`src/rtl/led_pkg.sv`:
```
// Shared constants for the switch conditioning and LED/counter datapath.
// The hardware defaults give a 10 ms settle window at 100 MHz. The
// simulation override keeps test runs short.
package led_pkg;

  // Number of board slide switches.
  localparam int NB_SW        = 4;

  // Width of each per-bit stability counter.
  localparam int NB_STABLE    = 20;

  // Consecutive cycles a level must persist: 10 ms at 100 MHz.
  localparam int N_STABLE     = 1000000;

  // Short settle window used when simulating.
  localparam int N_STABLE_SIM = 4;

endpackage

```
`src/rtl/sw_debounce_bit.sv`:
```
// Single-bit switch conditioner.
// The raw level passes through a 2-FF synchroniser. The synchronised level
// must then differ from the accepted level for N_STABLE consecutive cycles
// before it is accepted. On acceptance, a one-cycle rise or fall pulse is
// registered on the same edge that updates the level.
module sw_debounce_bit
  import led_pkg::*;
#(
  parameter int NB_STABLE = led_pkg::NB_STABLE,
  parameter int N_STABLE  = led_pkg::N_STABLE
) (
  input  logic clock,
  input  logic i_reset,
  input  logic i_sw,
  output logic o_sw,
  output logic o_rise,
  output logic o_fall
);

  // Terminal count. N_STABLE can be as large as 2^NB_STABLE, so the last
  // count value still fits in NB_STABLE bits.
  localparam logic [NB_STABLE-1:0] LP_LAST = NB_STABLE'(N_STABLE - 1);

  logic                 r_sync1;
  logic                 r_sync2;
  logic [NB_STABLE-1:0] r_cnt;
  logic                 r_sw;
  logic                 r_rise;
  logic                 r_fall;
  logic                 w_differ;

  assign w_differ = (r_sync2 != r_sw);

  // Bring the asynchronous switch level into the clock domain.
  always_ff @(posedge clock or negedge i_reset) begin
    if (!i_reset) begin
      r_sync1 <= 1'b0;
      r_sync2 <= 1'b0;
    end else begin
      r_sync1 <= i_sw;
      r_sync2 <= r_sync1;
    end
  end

  // Count consecutive cycles of disagreement, then accept the new level
  // and emit a single-cycle edge pulse on the same edge.
  always_ff @(posedge clock or negedge i_reset) begin
    if (!i_reset) begin
      r_cnt  <= '0;
      r_sw   <= 1'b0;
      r_rise <= 1'b0;
      r_fall <= 1'b0;
    end else begin
      r_rise <= 1'b0;
      r_fall <= 1'b0;
      if (!w_differ) begin
        r_cnt <= '0;
      end else if (r_cnt == LP_LAST) begin
        r_cnt  <= '0;
        r_sw   <= r_sync2;
        r_rise <= r_sync2;
        r_fall <= ~r_sync2;
      end else begin
        r_cnt <= r_cnt + NB_STABLE'(1);
      end
    end
  end

  assign o_sw   = r_sw;
  assign o_rise = r_rise;
  assign o_fall = r_fall;

endmodule

```
`src/rtl/sw_debounce.sv`:
```
// Switch conditioning stage that feeds the rate counter and LED colour select.
// Each switch bit has its own independent synchroniser and bounce filter.
// This level only gathers the per-bit results into vectors.
module sw_debounce
  import led_pkg::*;
#(
  parameter int NB_SW     = led_pkg::NB_SW,
  parameter int NB_STABLE = led_pkg::NB_STABLE,
  parameter int N_STABLE  = led_pkg::N_STABLE
) (
  input  logic             clock,
  input  logic             i_reset,
  input  logic [NB_SW-1:0] i_sw,
  output logic [NB_SW-1:0] o_sw,
  output logic [NB_SW-1:0] o_sw_rise,
  output logic [NB_SW-1:0] o_sw_fall
);

  logic [NB_SW-1:0] w_sw;
  logic [NB_SW-1:0] w_rise;
  logic [NB_SW-1:0] w_fall;

  for (genvar gi = 0; gi < NB_SW; gi++) begin : g_bit
    sw_debounce_bit #(
      .NB_STABLE (NB_STABLE),
      .N_STABLE  (N_STABLE)
    ) u_bit (
      .clock   (clock),
      .i_reset (i_reset),
      .i_sw    (i_sw[gi]),
      .o_sw    (w_sw[gi]),
      .o_rise  (w_rise[gi]),
      .o_fall  (w_fall[gi])
    );
  end

  assign o_sw      = w_sw;
  assign o_sw_rise = w_rise;
  assign o_sw_fall = w_fall;

endmodule

```
`config.mk`:
```
export PLATFORM = sky130hd
export DESIGN_NAME = sw_debounce
export DESIGN_NICKNAME = d
export VERILOG_FILES = /design/src/rtl/led_pkg.sv /design/src/rtl/sw_debounce_bit.sv /design/src/rtl/sw_debounce.sv
export SDC_FILE = /design/constraint.sdc
export NUM_CORES = 1
export LEC_CHECK = 0
export BUFFER_PORTS_ARGS = -buffer_cell sky130_fd_sc_hd__buf_2
export CORE_AREA = 2 2 129 131
export CTS_CLUSTER_DIAMETER = 100
export DETAILED_ROUTE_END_ITERATION = 12
export DIE_AREA = 0 0 131 133
export SLEW_MARGIN = 5
export SYNTH_ARGS = -nofsm -noshare
export SYNTH_HDL_FRONTEND = slang
export SYNTH_HIERARCHICAL = 1
export SYNTH_SLANG_ARGS = --single-unit
```
`constraint.sdc`:
```
create_clock -name clock -period 4.3 [get_ports clock]
set_clock_uncertainty 0.1 [all_clocks]
set_input_delay 0.215 -clock clock [delete_from_list [all_inputs] [get_ports clock]]
set_output_delay 0.215 -clock clock [all_outputs]
set_load 0.1 [all_outputs]
```
# Word-level counts from Yosys, hierarchy flattened
# Index checks and enable logic that the tools add are counted.
[totals]
regBits = 100
[classes]
add_sub_neg = 4
n_eq_ne = 8
mux = 24
bitwise = 4
reduce_logical = 4
[ops]
columns = ["op", "n"]
rows = [
  ["20-bit 2-to-1 mux", 8],
  ["20-bit by 1-bit adder with 20-bit output (second input constant)", 4],
  ["20-bit equality test (second input constant)", 4],
  ["1-bit 2-to-1 mux", 16],
  ["2-bit AND reduction", 4],
  ["1-bit inequality test", 4],
  ["1-bit inverter", 4],
]

# Depth between registers and ports, before layout
# Gate-level depths: netlist (run 1).
[depth]
depth_word = 3
depth_mapped = 6
ltp_nobuf = 5

# By module
# The synthesis (run 1) kept the hierarchy.
[modules_own_cells]
columns = ["module", "n_inst", "cells_each", "area_each_um2"]
rows = [
  ["sw_debounce_bit", 4, 116, 1173.6],
]

# Least setup slack after synthesis (run 1)
# Ideal clock, no wire load.
[synth_path]
path_kind = "register to register"
from = "register g_bit[0].u_bit.r_cnt[0]"
to = "register g_bit[0].u_bit.r_cnt[18]"
arrival_ns = 1.907
required_ns = 4.127
setup_slack_ns = 2.220
stages_incl_launch_ff = 7
n_path_buf = 1
period_less_slack_ns = 2.080
cell_sequence = "dfrtp_1 ha_1 nand2_1 or4_1 buf_2 or4_4 a21oi_2"
[synth_between]
elab_chain_len = 3
word_cells_on_any_way = 4
classes_between = "add/sub: 1; eq/ne: 1; mux: 2"
[synth_lines]
columns = ["item", "line", "source"]
rows = [
  ["start, declared", "sw_debounce_bit.sv:26", "logic [NB_STABLE-1:0] r_cnt;"],
  ["start signal, assigned", "sw_debounce_bit.sv:64", "r_cnt <= r_cnt + NB_STABLE'(1);"],
  ["20-bit by 1-bit adder with 20-bit output / 20-bit equality test (equally long branches)", "sw_debounce_bit.sv:64, sw_debounce_bit.sv:58", ""],
  ["20-bit 2-to-1 mux *", "sw_debounce_bit.sv:58", "end else if (r_cnt == LP_LAST) begin"],
  ["20-bit 2-to-1 mux *", "sw_debounce_bit.sv:56", "if (!w_differ) begin"],
]
# Mark *: on every way between the ends. The rest lies on a longest branch, timed or not.
# A chain may end at the register's enable or synchronous reset.

# Worst setup path in the final report (run 1)
[layout_path]
from = "register g_bit[2].u_bit.r_cnt[0]"
to = "register g_bit[2].u_bit.r_cnt[18]"
[layout_between]
elab_chain_len = 3
word_cells_on_any_way = 4
classes_between = "add/sub: 1; eq/ne: 1; mux: 2"
[layout_lines]
columns = ["item", "line"]
rows = [
  ["start, declared", "sw_debounce_bit.sv:26"],
  ["start signal, assigned", "sw_debounce_bit.sv:64"],
  ["20-bit by 1-bit adder with 20-bit output / 20-bit equality test (equally long branches)", "sw_debounce_bit.sv:64, sw_debounce_bit.sv:58"],
  ["20-bit 2-to-1 mux *", "sw_debounce_bit.sv:58"],
  ["20-bit 2-to-1 mux *", "sw_debounce_bit.sv:56"],
]
# Marks and branches as above.

==> summary.md, run 1 <==
* 33.0% — final core area utilization
* 0.439 GHz — Fmax achieved
* 0 — Max Slew Vio Count
* reg -> reg — worst setup path category
* sky130_fd_sc_hd__dfrtp_1 (53%), sky130_fd_sc_hd__xnor2_1 (4.5%), sky130_fd_sc_hd__nor2_1 (4.2%) — top area cells in the synthesized netlist
* 17 — Port Buf Inserts
* 8 — Max FO, Critical Path
* 0 — count of antenna diodes in the layout
* 4 — number of iterations in the first detailed-routing pass
* 474 — Synth Net Count
* 69 — pin count of the biggest net entering global routing
* 100 — flop and latch count out of synthesis
* 16200 µm² — Floorplan Core Area
* 70 ps — clock edge transition at the registers on the reported setup and hold paths
* ha_1 > nand2_1 > or4_1 > or4_4 > a21oi_2 — CP Cell Sequence
* 47 — total number of placement rows
* 4470 ps — endpoint required time on the critical path
* 18 — count of boundary I/O pins
* 10.1 µm² — per-instance average area after synthesis
* 4.71 — via density per instance
* 3256 — via count of the first global-routing pass
* 0 — count of endpoints failing setup in the final report
* 0.203 mV — Max IR drop VDD
* 0 — global route overflow
* 14900 µm — wire length of the first global-routing pass
* 11.9 µm — Avg WL per Cell
* 829 ps — measured slew at the worst slew-check pin
* 5 — worst reg2reg path depth
* 0 — Antenna Nets Post-Route
* 16.1% — fraction of layout cells with a size suffix above 1
* 100 — count of clock tree sinks
* 650 ps — delay of the slowest cell on the worst path
* sky130_fd_sc_hd__dfrtp_1 — cell type with the highest aggregate area in the netlist
* false — setup repair after global routing missed its margin
* 3313 — vias
* simple AND/OR/NAND/NOR gates — cell family with the largest share of critical-path delay
* 5 — hold buffers post-CTS
* 10.6% — total global-route track usage
* 0 — number of antenna violations at the first check in global routing
* 100% — share of flip-flops with an asynchronous set or reset after synthesis
* 6 — total of warnings raised by yosys
* 29.0% — initial core utilization
* 2 — CTS max path bufs
* 0 — hold depth
* reg -> reg — Hold/Removal Path Class
* 53.3% — part of the Yosys area used for sequential elements
* 0 — max cap viols
* 133 µm — die extent in y
* 5650 µm — Detail Placement HPWL
* 2280 ps — time the final worst path needs with I/O delays and setup
* 9 — number of buffers created by CTS
* 349 nW/µm² — power per cell area
* 29 — number of different library cells in the post-synthesis netlist
* sky130_fd_sc_hd__dfrtp_1 (100), sky130_fd_sc_hd__nor2_1 (52), sky130_fd_sc_hd__nand3_1 (32) — top cell types by occurrence after synthesis
* 5 — Crit. path cell count
* sky130_fd_sc_hd__dfrtp_1 — cell with the most instances after synthesis
* 53.3% — Synth top area share
* sky130_fd_sc_hd__clkbuf_16 — root buf cell
* 464 — gate count after technology mapping
* sky130_fd_sc_hd__dfrtp_1 — flip-flop cell with the highest count after synthesis
* 17400 µm² — die area
* 131 µm — width of the die
* 206 — 1st-iter DRT viols
* 53.0% — Final Cycle Share
* 0 — number of synthesized flops with an enable pin
* sky130_fd_sc_hd__or4_1 — standard cell with the maximum stage delay on the critical path
* 0.780 — routability congestion estimate
* 13.6% — synth-to-layout area growth
* 0 — Buffers & Inverters on Critical Path
* 682 — number of placed cells counting well taps
* done — clock tree from TritonCTS
* 0 ps — Fin Setup TNS
* 2.12 nW — leakage power
* 44.7% — Max-slew headroom
* 0 — post_cts resized
* 3 — H-tree Lvls
* register — nature of the critical path startpoint
* 0 — final hold viol count
* 2450 ps — Crit path arrival time
* 703 — Final Instance Count excl. Fillers
* 0 — number of setup buffers added after CTS
* 4690 µm² — mapped cell area
* finished, final reports clean — run status
* 350 ps — clock latency reported for the late side of the worst-skew pair
* 8350 µm — routed wire length
* register — Worst Setup End Kind
* 488 — number of nets in the final layout
* 0 — DRC violation count after routing
[path summary, 6_finish.rpt]
| kind | slack [ps] | end | startpoint |
|---|---|---|---|
| max in group asynchronous | 2730 | g_bit[0].u_bit/r_cnt[7] | i_reset |
| setup reg to reg | 2020 | g_bit[2].u_bit/r_cnt[18] | g_bit[2].u_bit/r_cnt[0] |
| min in group asynchronous | 410 | g_bit[3].u_bit/o_rise | i_reset |
| setup / recovery | 2020 | g_bit[2].u_bit/r_cnt[18] | g_bit[2].u_bit/r_cnt[0] |
| hold / removal | 250 | g_bit[2].u_bit/r_sync2 | g_bit[2].u_bit/r_sync1 |
| hold reg to reg | 250 | g_bit[2].u_bit/r_sync2 | g_bit[2].u_bit/r_sync1 |
[final cells by class]
cell class,count,area (µm²)
Sequential cell,100,2500
Clock inverter,5,58.8
Clock buffer,11,253
Multi-Input combinational cell,320,2010
Tap cell,220,275
Fill cell,1630,10800
Timing Repair Buffer,23,145
Inverter,24,90.1
[placed cells by master (no fill, tap or decap), drive strengths merged]
cell / netlist / final
inv: 24 / 25
buf: 16 / 18
xor2: 20 / 20
or3: 20 / 20
o31ai: 12 / 12
mux2: 4 / 4
a31o: 4 / 4
ha: 4 / 4
nor2: 52 / 52
clkinv: 0 / 1
or2: 4 / 4
nand4: 8 / 8
or4: 32 / 32
nor3: 8 / 8
bufinv: 0 / 1
clkinvlp: 0 / 2
dfrtp: 100 / 100
nor4: 4 / 4
nand3: 36 / 36
o21ai: 20 / 20
nand2: 20 / 20
nor3b: 8 / 8
a21oi: 32 / 32
and3: 4 / 4
dlygate4sd3: 0 / 5
xnor2: 24 / 24
and2: 4 / 4
clkbuf: 4 / 11
[sequential cells by signal, summed over array words and instances (netlist names)]
register and flops:
g_bit.u_bit/o_rise 4, g_bit.u_bit/r_sync1 4, g_bit.u_bit/o_fall 4, g_bit.u_bit/o_sw 4
g_bit.u_bit/r_cnt 80, g_bit.u_bit/r_sync2 4
[through the flow]
step / setup WS (ps) / hold slack, ps / power, W / instance area [µm²]
detailed placement: 2020 / 225 / 0.00104 / 4970
global placement: 2060 / 224 / 0.00104 / 4970
CTS: 1990 / 250 / 0.00189 / 5330
finish: 2020 / 248 / 0.00186 / 5330
floorplan: 2220 / -181 / 0.00101 / 4690
global route: 1880 / 267 / 0.00194 / 5330
[per-layer routing]
layer / GRT usage [%] / up-vias / wire length [µm]
met5: 0 / - / 0
met4: 3.19 / 0 / 95
met3: 3.03 / 9 / 208
met2: 16.9 / 28 / 3970
met1: 13.9 / 1629 / 4080
li1: - / 1647 / -
[report_power, final]
part	internal [W]	total (W)	switching, W	leakage [nW]
clock	0.000484	0.000835	0.000351	0.148
combinational	0.0000176	0.0000569	0.0000393	0.603
sequential	0.000953	0.000967	0.0000140	1.37
[logic make-up (layout without fill, tap and decap cells)]
| family | Yosys count | after routing | synth area share (%) |
|---|---|---|---|
| AOI/OAI and AO/OA | 68 | 68 | 8.53 |
| xor gates and xnor gates | 44 | 44 | 8.21 |
| muxes | 4 | 4 | 0.959 |
| buffers and inverters | 44 | 63 | 3.94 |
| and+or+nand+nor | 200 | 200 | 24.0 |
| adders and majority gates | 4 | 4 | 1.07 |
| DFF | 100 | 100 | 53.3 |
No activity file was read; power rests on OpenSTA's default activity.
==> run 2: changes to the inputs <==
==> constraint.sdc (replaced) <==
create_clock -name clock -period 2.1 [get_ports clock]
set_clock_uncertainty 0.1 [all_clocks]
set_input_delay 0.105 -clock clock [delete_from_list [all_inputs] [get_ports clock]]
set_output_delay 0.105 -clock clock [all_outputs]
set_load 0.1 [all_outputs]
==> run 2 against run 1 <==
  * Non-clock buffer count grew 43
  * Final area is 8.0% higher
  * Hold slack worse by 64 ps
  * Clock power rose by 120%
  * Routed wire length is 7.6% higher
  * Cell count up 6.1%
  * Count of clock-buffer cells in the layout down 1
  * Power is 110% higher
  * Critical path type unchanged
  * Largest power group unchanged
==> summary.md, run 2 (synthesis results as in run 1) <==
* finished, final reports clean — run status
* 5320 µm² — placed inst area, +7.0%
* done — clock tree from TritonCTS
* reg -> reg — worst setup path category
* 158 — 1st-iter DRT viols, -23%
* register — Worst Setup End Kind
* 95.5% — Final Cycle Share, +43 points
* 18.9% — M2 GR Usage, +2.0 points
* 2010 ps — time the final worst path needs with I/O delays and setup, -271 ps
* 8 — Max FO, Critical Path, unchanged
* 0 — global route overflow, unchanged
* 2 — CTS max path bufs, unchanged
* 65.0% — Max-slew headroom, +20 points
* 13.9% — met1 track utilization from global routing, -0.036 points
* 90 ps — Register-to-Register Setup Slack, -1930 ps
* 3518 — vias, +6.2%
* 25.3% — fraction of layout cells with a size suffix above 1, +9.1 points
* 340 ps — clock latency reported for the late side of the worst-skew pair, about the same
* 11.2% — total global-route track usage, +0.63 points
* 18 — count of boundary I/O pins, unchanged
* g_bit[3].u_bit/r_cnt[18] — Worst setup endpoint
* 5 — worst reg2reg path depth, unchanged
* 1585 — count of filler cells inserted in the layout, -2.8%
* sky130_fd_sc_hd__or4_4 — standard cell with the maximum stage delay on the critical path
* 0 — Antenna Nets Post-Route, unchanged
* sky130_fd_sc_hd__dfrtp_1 (100), sky130_fd_sc_hd__nor2_1 (52), sky130_fd_sc_hd__buf_4 (43) — highest-count cells in the layout ignoring fill and taps
* 131 µm — width of the die, unchanged
* 0 — number of setup buffers added after CTS, unchanged
* 100 — count of clock tree sinks, unchanged
* 0.499 GHz — Fmax achieved, +14%
* register — nature of the critical path startpoint
* 80 — number of flip-flops under the largest register name, unchanged
* 525 ps — measured slew at the worst slew-check pin, -304 ps
* 0 ps — Fin Setup TNS, unchanged
* g_bit[3].u_bit/r_cnt[18] — destination of the worst register-to-register timing path
* 0 — DRC violation count after routing, unchanged
* 0 — count of endpoints failing setup in the final report, unchanged
* 8980 µm — routed wire length, +7.6%
* 22.6% — synth-to-layout area growth
* 2270 ps — endpoint required time on the critical path, -2200 ps
* sky130_fd_sc_hd__dfrtp_1 — most common cell after layout, fill and taps aside
* 9 — number of buffers created by CTS, unchanged
* in -> async — Hold/Removal Path Class
* 94.1 ps — setup ws final, -1930 ps
* 3 — H-tree Lvls, unchanged
* 0.865 — routability congestion estimate, +11%
* 46 — pin count of the biggest net entering global routing, -33%
* 3569 — via count of the first global-routing pass, +9.6%
* 70 ps — clock edge transition at the registers on the reported setup and hold paths, about the same
* sky130_fd_sc_hd__or4_4 — most repeated library cell on the critical path
* false — setup repair after global routing missed its margin
* 0 — max cap viols, unchanged
* 29.0% — initial core utilization, unchanged
* 2.66 ps — pre-CTS setup slack, -2010 ps
* 16200 µm² — Floorplan Core Area, unchanged
* 17400 µm² — die area, unchanged
* 12.0 µm — Avg WL per Cell, +1.4%
* g_bit[3].u_bit/r_cnt[0] — beginning of the critical path
* 0 — Max Slew Vio Count, unchanged
* 687 nW/µm² — power per cell area, +97%
* 2180 ps — Crit path arrival time, -270 ps
* g_bit.u_bit/r_cnt — largest register by flop count
* 6290 µm — Detail Placement HPWL, +11%
* 0 — final hold viol count, unchanged
* g_bit[3].u_bit/r_cnt[0] — origin of the critical flop-to-flop path
* 17 — Port Buf Inserts, unchanged
* 16000 µm — wire length of the first global-routing pass, +7.5%
* 4.72 — via density per instance, about the same
* 570 ps — delay of the slowest cell on the worst path, -80 ps
* sky130_fd_sc_hd__clkbuf_16 — root buf cell
* 2.75% — fraction of met3 tracks used by global routing, -0.28 points
* ha_1 > nand2_1 > or4_4 > or4_4 > a21oi_2 — CP Cell Sequence
* 0 — number of antenna violations at the first check in global routing, unchanged
* 0.381 mV — Max IR drop VDD, +87%
* 133 µm — die extent in y, unchanged
* met2 — GRT Max-Usage Layer
* 4 — number of iterations in the first detailed-routing pass, unchanged
* 2.37 nW — leakage power, +12%
* 0 — count of antenna diodes in the layout, unchanged
* 5760 µm² — design area, +8.0%
* 531 — number of nets in the final layout, +8.8%
* 47 — total number of placement rows, unchanged
## run 2: cell types whose count changed in the layout (fill, tap and decap cells not counted), moves of 2 or more
cell / change
sky130_fd_sc_hd__or4_1: -8
sky130_fd_sc_hd__buf_12: +2
sky130_fd_sc_hd__buf_4: +41
sky130_fd_sc_hd__or4_4: +8
sky130_fd_sc_hd__nor4_2: +3
sky130_fd_sc_hd__nor4_1: -4
## run 2: layer usage
metal / part of all wire, % / wire [µm]
met1: 46 / 4090
met2: 50 / 4530
met3: 2.5 / 221
met4: 1.6 / 145
met5: 0 / 0
## run 2: critical path: cells and delay by family, from the launching register on
kind / cells / cell delay [ps]
simple gates: 3 / 1160
flops: 1 / 350
compound gates: 1 / 150
fa+ha+maj: 1 / 180
## run 2: worst min path at each step
stage	startpoint	to	slack, ps
after floorplan	i_reset	g_bit[0].u_bit/o_fall	-290
after global placement	i_reset	g_bit[3].u_bit/r_cnt[15]	10
after detailed placement	i_reset	g_bit[3].u_bit/r_cnt[15]	20
after CTS	i_reset	g_bit[3].u_bit/o_rise	200
after global routing	i_reset	g_bit[3].u_bit/o_rise	230
final	i_reset	g_bit[3].u_bit/o_rise	180
## run 2: report_power, final
group          total, W  leakage, nW  switching (W)  internal, W
logic          0.000182        0.840       0.000104    0.0000788
clock network   0.00181        0.159       0.000729      0.00108
registers       0.00197         1.37      0.0000178      0.00195
## run 2: final cells by class
cell class | instances | area (µm²) | share of cell area [%]
Inverter | 24 | 90.1 | 1.56
Clock buffer | 10 | 239 | 4.15
Multi-Input combinational cell | 320 | 2070 | 36.0
Clock inverter | 6 | 86.3 | 1.50
Sequential cell | 100 | 2500 | 43.5
Tap cell | 220 | 275 | 4.78
Timing Repair Buffer | 66 | 493 | 8.56
## run 2: timing repair
item                                    4_1_cts  5_1_grt
pin swaps                                     0        0
gates resized for setup                       1       12
hold buffers                                  5        0
endpoints found under the setup margin        1       62
hold endpoints to repair                     42        0
## run 2: through the flow
step | hold slack, ps | power (W) | util (%) | cells
final | 184 | 0.00396 | 35.6 | 746
after global routing | 230 | 0.00411 | 35.6 | 746
after CTS | 198 | 0.00401 | 35.2 | 746
after detailed placement | 17.5 | 0.00219 | 32.9 | 725
after global placement | 12.7 | 0.00218 | 32.9 | 725
after floorplan | -291 | 0.00207 | - | 464
==> run 3: changes to the inputs <==
--- a/config.mk
+++ b/config.mk
@@ -5,11 +5,12 @@
 export SDC_FILE = /design/constraint.sdc
 export NUM_CORES = 1
 export LEC_CHECK = 0
-export BUFFER_PORTS_ARGS = -buffer_cell sky130_fd_sc_hd__buf_2
+export BUFFER_PORTS_ARGS = -buffer_cell sky130_fd_sc_hd__buf_4
 export CORE_AREA = 2 2 129 131
 export CTS_CLUSTER_DIAMETER = 100
 export DETAILED_ROUTE_END_ITERATION = 12
 export DIE_AREA = 0 0 131 133
+export RECOVER_POWER = 100
 export SLEW_MARGIN = 5
 export SYNTH_ARGS = -nofsm -noshare
 export SYNTH_HDL_FRONTEND = slang
==> run 3 against run 2 <==
  * Worst setup slack worse by 21 ps
  * Die area stayed put
  * Routed wire length is 3.3% higher
  * Power is 3.0% higher
  * Critical path type unchanged
  * Critical endpoint is now g_bit[3].u_bit/o_sw
==> summary.md, run 3 (synthesis results as in run 1) <==
* 703 nW/µm² — power per cell area, +2.2%
* g_bit[3].u_bit/r_cnt[7] — origin of the critical flop-to-flop path
* g_bit[1].u_bit/r_sync2 — Endpoint, Worst Hold
* 0.493 GHz — Fmax achieved, -1.0%
* reg -> reg — Hold/Removal Path Class
* 535 — number of nets in the final layout, +0.75%
* 47 — total number of placement rows, unchanged
* 17.5% — Max-slew headroom, -47 points
* 2240 ps — endpoint required time on the critical path, -30 ps
* 2080 µm² — combined area of the multi-input logic cells, +0.42%
* 20.2% — net switching fraction of the power, -1.3 points
* 4.75 — via density per instance, +0.74%
* 100 — count of clock tree sinks, unchanged
* 70 ps — Register-to-Register Setup Slack, -20 ps
* 1 — Buffers & Inverters on Critical Path, +1
* 2.36 nW — leakage power, -0.47%
* g_bit[3].u_bit/o_sw — destination of the worst register-to-register timing path
* 0.791 — routability congestion estimate, -8.5%
* 5 — worst reg2reg path depth, unchanged
* 12.4 µm — Avg WL per Cell, +2.7%
* 0 — count of antenna diodes in the layout, unchanged
* 48.3% — Reg power frac, -1.5 points
* false — setup repair after global routing missed its margin
* 0 — Max Slew Vio Count, unchanged
* 72.8 ps — setup ws final, -21.2 ps
* 23.6% — synth-to-layout area growth
* sky130_fd_sc_hd__dfrtp_1 (100), sky130_fd_sc_hd__nor2_1 (52), sky130_fd_sc_hd__buf_4 (42) — highest-count cells in the layout ignoring fill and taps
* register — nature of the critical path startpoint
* 2500 µm² — Sequential Area, unchanged
* sky130_fd_sc_hd__clkbuf_16 — root buf cell
* 96.5% — Final Cycle Share, +1.0 points
* 0 — global route overflow, unchanged
* 9280 µm — routed wire length, +3.3%
* 24.0% — fraction of layout cells with a size suffix above 1, -1.3 points
* 1240 ps — measured slew at the worst slew-check pin, +712 ps
* 510 ps — delay of the slowest cell on the worst path, -60 ps
* 60 ps — clock edge transition at the registers on the reported setup and hold paths, about the same
* 0.445 mV — Max IR drop VDD, +17%
* 3563 — vias, +1.3%
* 16200 µm² — Floorplan Core Area, unchanged
* 2030 ps — time the final worst path needs with I/O delays and setup, +21.2 ps
* 50 — pin count of the biggest net entering global routing, +8.7%
* 4260 µm — Met1 Wirelength, +4.2%
* 16300 µm — wire length of the first global-routing pass, +2.0%
* 0 — DRC violation count after routing, unchanged
* 5390 µm² — placed inst area, +1.3%
* 0 — max cap viols, unchanged
* 1615 — count of filler cells inserted in the layout, +1.9%
* 80 — number of flip-flops under the largest register name, unchanged
* 274 µm — sum of met3 wire segment lengths after detailed routing, +24%
* 29.0% — initial core utilization, unchanged
* 9 — number of buffers created by CTS, unchanged
* 3 — H-tree Lvls, unchanged
* 2 — CTS max path bufs, unchanged
* 0.00325 W — Int Pwr, +4.7%
* 17 — Port Buf Inserts, unchanged
* simple AND/OR/NAND/NOR gates — cell family with the largest share of critical-path delay
* 4590 µm — Met2 Routed Length, +1.3%
* sky130_fd_sc_hd__dfrtp_1 — most common cell after layout, fill and taps aside
* 18 — count of boundary I/O pins, unchanged
* 0.00408 W — overall power after layout, +3.0%
* 4.3% — combinational share of power, -0.3 points
* 147 — 1st-iter DRT viols, -7.0%
* 0 — number of antenna violations at the first check in global routing, unchanged
* 3659 — via count of the first global-routing pass, +2.5%
* finished, final reports clean — run status
* 0 — Antenna Nets Post-Route, unchanged
* 17400 µm² — die area, unchanged
* g_bit[1].u_bit/r_sync1 — critical hold path startpoint
* 4 — Max FO, Critical Path, -4
* 133 µm — die extent in y, unchanged
* met4 — top routing layer used
* 5800 µm² — design area, +0.78%
* sky130_fd_sc_hd__or4_4 — standard cell with the maximum stage delay on the critical path
* 350 ps — clock latency reported for the late side of the worst-skew pair, about the same
* 0 — final hold viol count, unchanged
* 6420 µm — Detail Placement HPWL, +2.0%
* reg -> reg — worst setup path category
* -6.17 ps — pre-CTS setup slack, -8.82 ps
* 0.000824 W — NetSw, -3.1%
* 2160 ps — Crit path arrival time, -20 ps
* 47.4% — part of the power in the clock network, +1.8 points
* 0 ps — Fin Setup TNS, unchanged
* register — Worst Setup End Kind
* 131 µm — width of the die, unchanged
* or4_4 > nor4_4 > buf_4 > nand3_1 > mux2_2 — CP Cell Sequence
* 11.6% — total global-route track usage, +0.38 points
* done — clock tree from TritonCTS
* 4 — number of iterations in the first detailed-routing pass, unchanged
* 0 — hold depth
* g_bit.u_bit/r_cnt — largest register by flop count
* 0 — count of endpoints failing setup in the final report, unchanged
[run 3: cell types whose count changed in the layout (fill, tap and decap cells not counted), sizes merged]
| cell | change |
|---|---|
| clkbuf | +22 |
| buf | -16 |
| inv | -1 |
| bufinv | +1 |
| clkinvlp | -1 |
| clkinv | -1 |
[run 3: layout make-up]
type / count / share of cell area (%)
Clock buffer: 12 / 4.42
Inverter: 24 / 1.55
Multi-Input combinational cell: 320 / 35.8
Sequential cell: 100 / 43.1
Timing Repair Buffer: 70 / 8.67
Clock inverter: 4 / 1.64
Tap cell: 220 / 4.74
[run 3: layer usage]
metal,GRT usage [%],vias up
met3,3.88,13
met1,14.5,1772
met4,3.90,0
met2,18.8,33
li1,-,1745
met5,0,-
[run 3: power by group through the flow]
stage / logic (W) / registers, W / clock network [W]
global placement: 0.000175 / 0.00200 / 0
detailed placement: 0.000178 / 0.00201 / 0
CTS: 0.000187 / 0.00197 / 0.00199
finish: 0.000176 / 0.00197 / 0.00193
global route: 0.000203 / 0.00197 / 0.00207
floorplan: 0.0000606 / 0.00201 / 0
[run 3: worst max path at each step]
stage | start | to | slack, ps | cells past startpoint
2_1_floorplan | g_bit[0].u_bit/r_cnt[0] | g_bit[0].u_bit/r_cnt[18] | 20 | 6
4_1_cts | g_bit[0].u_bit/r_cnt[1] | g_bit[0].u_bit/r_cnt[18] | 30 | 5
3_3_place_gp | g_bit[3].u_bit/r_cnt[7] | g_bit[3].u_bit/o_sw | 80 | 5
5_1_grt | g_bit[3].u_bit/r_cnt[7] | g_bit[3].u_bit/o_sw | 6 | 5
3_5_place_dp | g_bit[2].u_bit/r_cnt[1] | g_bit[2].u_bit/r_cnt[18] | -6 | 5
6_report | g_bit[3].u_bit/r_cnt[7] | g_bit[3].u_bit/o_sw | 70 | 5
[run 3: worst reg2reg max path, cell delays in order (launching register included)]
cell                      delay [ps]
sky130_fd_sc_hd__dfrtp_1         440
sky130_fd_sc_hd__or4_4           510
sky130_fd_sc_hd__nor4_4          280
sky130_fd_sc_hd__buf_4           160
sky130_fd_sc_hd__nand3_1         130
sky130_fd_sc_hd__mux2_2          300
[run 3: metrics by stage]
step	util, %	cells	hold WS (ps)
after floorplan	-	464	-291
after global placement	33.3	729	-80.9
after detailed placement	33.3	729	-76.1
after CTS	35.9	750	99.7
after global routing	35.9	750	259
final	35.9	750	247
[run 3: what timing repair did]
action / in CTS / in global routing
setup buffers: 0 / 0
hold buffers: 5 / 0
endpoints found under the hold margin: 104 / 0
pin swaps: 0 / 1
endpoints found under the setup margin: 3 / 60
gates resized for setup: 3 / 12
